[src/rtl/adda_adc_capture.sv]
// J2 ADDA ADC front end: divides i_clk into the ADC sample clock, captures the
// parallel ADC bus once per sample period and buffers samples in a small FWFT FIFO.
module adda_adc_capture #(
  parameter int unsigned CLK_DIV    = 2,
  parameter int unsigned DATA_W     = 8,
  parameter int unsigned FIFO_DEPTH = 4
) (
  input  logic                              i_clk,
  input  logic                              i_rst,
  input  logic                              i_enable,
  output logic                              o_ad_clk,
  input  logic [DATA_W-1:0]                 i_ad_port,
  output logic [DATA_W-1:0]                 o_data,
  output logic                              o_valid,
  input  logic                              i_ready,
  output logic [$clog2(FIFO_DEPTH):0]       o_level,
  output logic                              o_overrun,
  output logic [7:0]                        o_drop_count,
  input  logic                              i_clr_overrun
);

  localparam int unsigned DIV_W = (CLK_DIV > 1) ? $clog2(CLK_DIV) : 1;
  localparam int unsigned PTR_W = $clog2(FIFO_DEPTH);
  localparam int unsigned LVL_W = PTR_W + 1;
  localparam logic [DIV_W-1:0] DIV_LAST = DIV_W'(CLK_DIV - 1);
  localparam logic [LVL_W-1:0] LVL_FULL = LVL_W'(FIFO_DEPTH);

  logic [DIV_W-1:0]  div_cnt;
  logic              ad_clk_q;
  logic [DATA_W-1:0] ad_q;
  logic [DATA_W-1:0] mem [FIFO_DEPTH];
  logic [PTR_W-1:0]  wr_ptr;
  logic [PTR_W-1:0]  rd_ptr;
  logic [LVL_W-1:0]  level_q;
  logic              valid_q;
  logic [DATA_W-1:0] data_q;
  logic              overrun_q;
  logic [7:0]        drop_q;

  logic              strobe;
  logic              full;
  logic              pop;
  logic              push;
  logic              drop;
  logic [PTR_W-1:0]  rd_ptr_nxt;
  logic [LVL_W-1:0]  level_nxt;
  logic [DATA_W-1:0] head_nxt;

  // Sample clock divider; disabling parks the clock low with a cleared count.
  always_ff @(posedge i_clk or posedge i_rst) begin
    if (i_rst) begin
      div_cnt  <= '0;
      ad_clk_q <= 1'b0;
    end else if (!i_enable) begin
      div_cnt  <= '0;
      ad_clk_q <= 1'b0;
    end else if (div_cnt == DIV_LAST) begin
      div_cnt  <= '0;
      ad_clk_q <= ~ad_clk_q;
    end else begin
      div_cnt  <= div_cnt + DIV_W'(1);
    end
  end

  // Pin register for the ADC bus.
  always_ff @(posedge i_clk or posedge i_rst) begin
    if (i_rst) ad_q <= '0;
    else       ad_q <= i_ad_port;
  end

  // FIFO control; the head is precomputed so o_data stays a flop output.
  always_comb begin
    strobe     = i_enable & ad_clk_q & (div_cnt == DIV_LAST);
    full       = (level_q == LVL_FULL);
    pop        = valid_q & i_ready;
    push       = strobe & (~full | pop);
    drop       = strobe & full & ~pop;
    rd_ptr_nxt = pop ? rd_ptr + PTR_W'(1) : rd_ptr;
    level_nxt  = level_q + LVL_W'(push) - LVL_W'(pop);
    head_nxt   = (push && (wr_ptr == rd_ptr_nxt)) ? ad_q : mem[rd_ptr_nxt];
  end

  always_ff @(posedge i_clk or posedge i_rst) begin
    if (i_rst) begin
      for (int unsigned i = 0; i < FIFO_DEPTH; i++) mem[i] <= '0;
      wr_ptr  <= '0;
      rd_ptr  <= '0;
      level_q <= '0;
      valid_q <= 1'b0;
      data_q  <= '0;
    end else begin
      if (push) begin
        mem[wr_ptr] <= ad_q;
        wr_ptr      <= wr_ptr + PTR_W'(1);
      end
      rd_ptr  <= rd_ptr_nxt;
      level_q <= level_nxt;
      valid_q <= (level_nxt != '0);
      data_q  <= head_nxt;
    end
  end

  // Sticky overrun flag and saturating drop counter; a drop beats a clear.
  always_ff @(posedge i_clk or posedge i_rst) begin
    if (i_rst) begin
      overrun_q <= 1'b0;
      drop_q    <= '0;
    end else if (drop) begin
      overrun_q <= 1'b1;
      if (i_clr_overrun)      drop_q <= 8'd1;
      else if (drop_q != 8'hFF) drop_q <= drop_q + 8'd1;
    end else if (i_clr_overrun) begin
      overrun_q <= 1'b0;
      drop_q    <= '0;
    end
  end

  assign o_ad_clk     = ad_clk_q;
  assign o_data       = data_q;
  assign o_valid      = valid_q;
  assign o_level      = level_q;
  assign o_overrun    = overrun_q;
  assign o_drop_count = drop_q;

endmodule

[config.mk]
export PLATFORM = sky130hd
export DESIGN_NAME = adda_adc_capture
export DESIGN_NICKNAME = d
export VERILOG_FILES = /design/src/rtl/adda_adc_capture.sv
export SDC_FILE = /design/constraint.sdc
export NUM_CORES = 1
export LEC_CHECK = 0
export CAP_MARGIN = 25
export CORE_UTILIZATION = 48
export DETAILED_ROUTE_END_ITERATION = 10
export PLACE_DENSITY = 0.75
export SLEW_MARGIN = 20
export SYNTH_ARGS = -nofsm -noshare
export SYNTH_HDL_FRONTEND = slang
export SYNTH_SLANG_ARGS = --single-unit
[constraint.sdc]
create_clock -name i_clk -period 5.1 [get_ports i_clk]
set_input_delay 0.51 -clock i_clk [delete_from_list [all_inputs] [get_ports i_clk]]
set_output_delay 0.51 -clock i_clk [all_outputs]
set_load 0.02 [all_outputs]
==> run_results.csv <==
group,metric,value,unit
cts,cts_tree,"done",
setup_path,startpoint_type,"input pin",
floorplanning,coreArea,0.006350,mm²
synth,synth_flop_cell,"dfrtp_1",
synth,synth-edff-count,0,
run,cap_violations,0,
global_routing,antenna_found_initial,0,
hold_path,min_from,"div_cnt$_DFF_PP0_",
cts,clk_pin_slew,0.08,ns
sta,drv_slew,0,
cts,ctsLongestPathBuffers,2,
final_layout,drive_gt1_frac,0.2013,
sta,fin_crit_sh,0.6130,
cts,h-tree-depth,3,
placed_design,gp_congestion,0.8119,
cts,hold_buffers,0,
setup_path,regToRegSetupSlack,2.22,ns
routing,avgRoutedWirePerCell,17.63,µm
setup_path,cp_max_fo,16,
routing,wl_met1,2988,µm
floorplanning,die_h,83.07,µm
setup_path,reg2reg_to,"o_valid$_DFF_PP0_",
hold_path,worstHoldPathCells,1,
placed_design,dp_hpwl,4177,µm
synth,synth_top_cell_by_area,"dfrtp_1",
cts,cts_inserted_buffers,9,
routing,dr.pass1.iters,6,
sta,fin_setup_tns,0,ns
routing,met2_length,3152,µm
synth,ys_types,43,
global_routing,grt_pass1_vias,2161,
final_layout,nFillCells,522,
outcome,outcome,"finished, final reports clean",
routing,via_count,2237,
routing,antenna_left,0,
sta,finalSetupViolations,0,
routing,routed.top_layer,"met4",
global_routing,grt_first_pass_wirelength,11120,µm
sta,whs,0.4925,ns
setup_path,worstSetupPathType,"in -> reg",
placed_design,dp_slack,1.612,ns
cts,clk_latency,0.35,ns
setup_path,r2r-start,"o_valid$_DFF_PP0_",
routing,avgViaCountPerCell,5.965,
routing,drtIter0Drc,175,
sta,finalHoldViolCount,0,
synth,synth_seq_cells,67,
hold_path,whs_endpoint,"div_cnt$_DFF_PP0_",
cts,cts-resized-gates,0,
routing,wl_met3,335,µm
floorplanning,start_util,0.4967,
synth,synth.top_cells.by_area,"dfrtp_1 (53%), mux2_2 (12%), ha_1 (2.8%)",
sta,timing.fmax,0.3199,GHz
setup_path,crit_required,5.33,ns
synth,syn_inst,256,
final_layout,nNetsFinal,314,
setup_path,rr_worst_depth,10,
routing,drcViolationCount,0,
floorplanning,design.die.area,0.006900,mm²
cts,root_buffer,"clkbuf_8",
global_routing,grt-ovfl-total,0,
synth,ys_seq_area_frac,0.5315,
final_layout,utilization,0.5894,
synth,ys_async_sr_fraction,1.000,
synth,yosysMostFrequentCell,"dfrtp_1",
final_layout,syn_to_final_growth,18.64,%
setup_path,critPathArrivalTime,3.36,ns
synth,syn_avg_cell_area,12.32,µm²
sta,setup_ws,1.974,ns
final_layout,register_area,0.001677,mm²
sta,slew_headroom,0.3956,
power,p_leak,1.646,nW
cts,cts.sinks,67,
sta,tightest_slew,0.9002,ns
synth,synth_area,0.003154,mm²
placed_design,io_buffers,34,
cts,cts_setup_buffers,0,
global_routing,grt_start_max_net_pins,68,
floorplanning,io_pins,35,
final_layout,antenna_cells,0,
sta,finClkSkew,0.008170,ns
floorplanning,die_w,83.07,µm
setup_path,end_kind,"flop",
hold_path,hold_class,"reg -> reg",
sta,period_minus_slack,3.126,ns
synth,synth_nets,277,
final_layout,multi_input_area,0.001390,mm²
routing,drt-total-wl,6612,µm
sta,rsz0062_at_grt,"no",
power,ir_drop,286.4,µV
power,p_per_area,519.0,mW/mm²
synth,ys_warn_count,0,
synth,yosysTopAreaCellShare,0.5315,
floorplanning,rows,29,
global_routing,grt_use_total,0.2073,
synth,synthTopCellsByCount,"dfrtp_1 (67), mux2_2 (33), nand2_1 (19)",
-- through the flow --
| step | power, mW | instance area [µm²] | std cells |
|---|---|---|---|
| floorplan | 1.330 | 3154 | 256 |
| global placement | 1.519 | 3558 | 358 |
| detailed placement | 1.546 | 3558 | 358 |
| CTS | 1.948 | 3737 | 374 |
| global route | 2.057 | 3742 | 375 |
| finish | 1.942 | 3742 | 375 |
-- sequential cells by signal, indices dropped and copies added, names as in the netlist --
| name | count |
|---|---|
| ad_q | 8 |
| div_cnt | 1 |
| mem | 32 |
| o_ad_clk | 1 |
| o_data | 8 |
| o_drop_count | 8 |
| o_level | 3 |
| o_overrun | 1 |
| o_valid | 1 |
| rd_ptr | 2 |
| wr_ptr | 2 |
-- final cells by class --
cell class / instances / area share
Sequential cell: 67 / 0.4480
Multi-Input combinational cell: 167 / 0.3714
Timing Repair Buffer: 36 / 0.09428
Clock buffer: 10 / 0.03678
Tap cell: 77 / 0.02574
Inverter: 12 / 0.01270
Clock inverter: 6 / 0.01103
-- layout by cell type (no fill, tap or decap), drive strengths merged, types with 6 or more instances in the layout --
cell type / Yosys / layout
a21oi: 6 / 6
a31oi: 8 / 8
and3: 6 / 6
clkbuf: 6 / 10
clkdlybuf4s50: 0 / 34
dfrtp: 67 / 67
ha: 7 / 7
inv: 12 / 12
mux2: 33 / 33
nand2: 20 / 20
nand3: 6 / 6
nor4: 8 / 8
o211ai: 9 / 9
o22a: 10 / 10
-- routing by layer --
metal  up-vias  global-route usage
li1       1034                   -
met1      1128              0.2912
met2        63              0.3115
met3        12             0.05467
met4         0             0.07367
met5         -                   0
-- kinds of logic (layout without fill, tap and decap cells) --
family	Yosys count	after routing	share of synthesized area
flops	67	67	0.5315
simple gates	61	61	0.1095
compound gates	51	51	0.1250
mux	39	39	0.1408
buf+inv	22	64	0.02777
fa+ha+maj	8	8	0.03411
xor+xnor	8	8	0.03134
-- worst max path at each step --
stage                           start           endpoint  slack, ns  depth (start not counted)
floorplan           o_valid$_DFF_PP0_  o_valid$_DFF_PP0_       2.47                         10
global placement              i_ready  o_valid$_DFF_PP0_       1.73                         11
detailed placement            i_ready  o_valid$_DFF_PP0_       1.61                         11
CTS                           i_ready  o_valid$_DFF_PP0_       1.99                         11
global route                  i_ready  o_valid$_DFF_PP0_       1.86                         11
finish                        i_ready  o_valid$_DFF_PP0_       1.97                         11
-- worst max-delay path: stages --
cell and delay, ns:
clkdlybuf4s50_1 0.65, nand2_4 0.22, a31oi_4 0.33, inv_2 0.15, ha_1 0.30, inv_1 0.04
ha_1 0.18, fa_1 0.38, xnor2_1 0.15, xnor2_1 0.13, or3_1 0.30
-- power breakdown --
group	internal [mW]	leakage [nW]	switching (mW)
combinational	0.361	0.698	0.350
clock	0.188	0.0843	0.209
sequential	0.698	0.864	0.136
total	1.25	1.65	0.695
(Power assumes the default switching activity.)
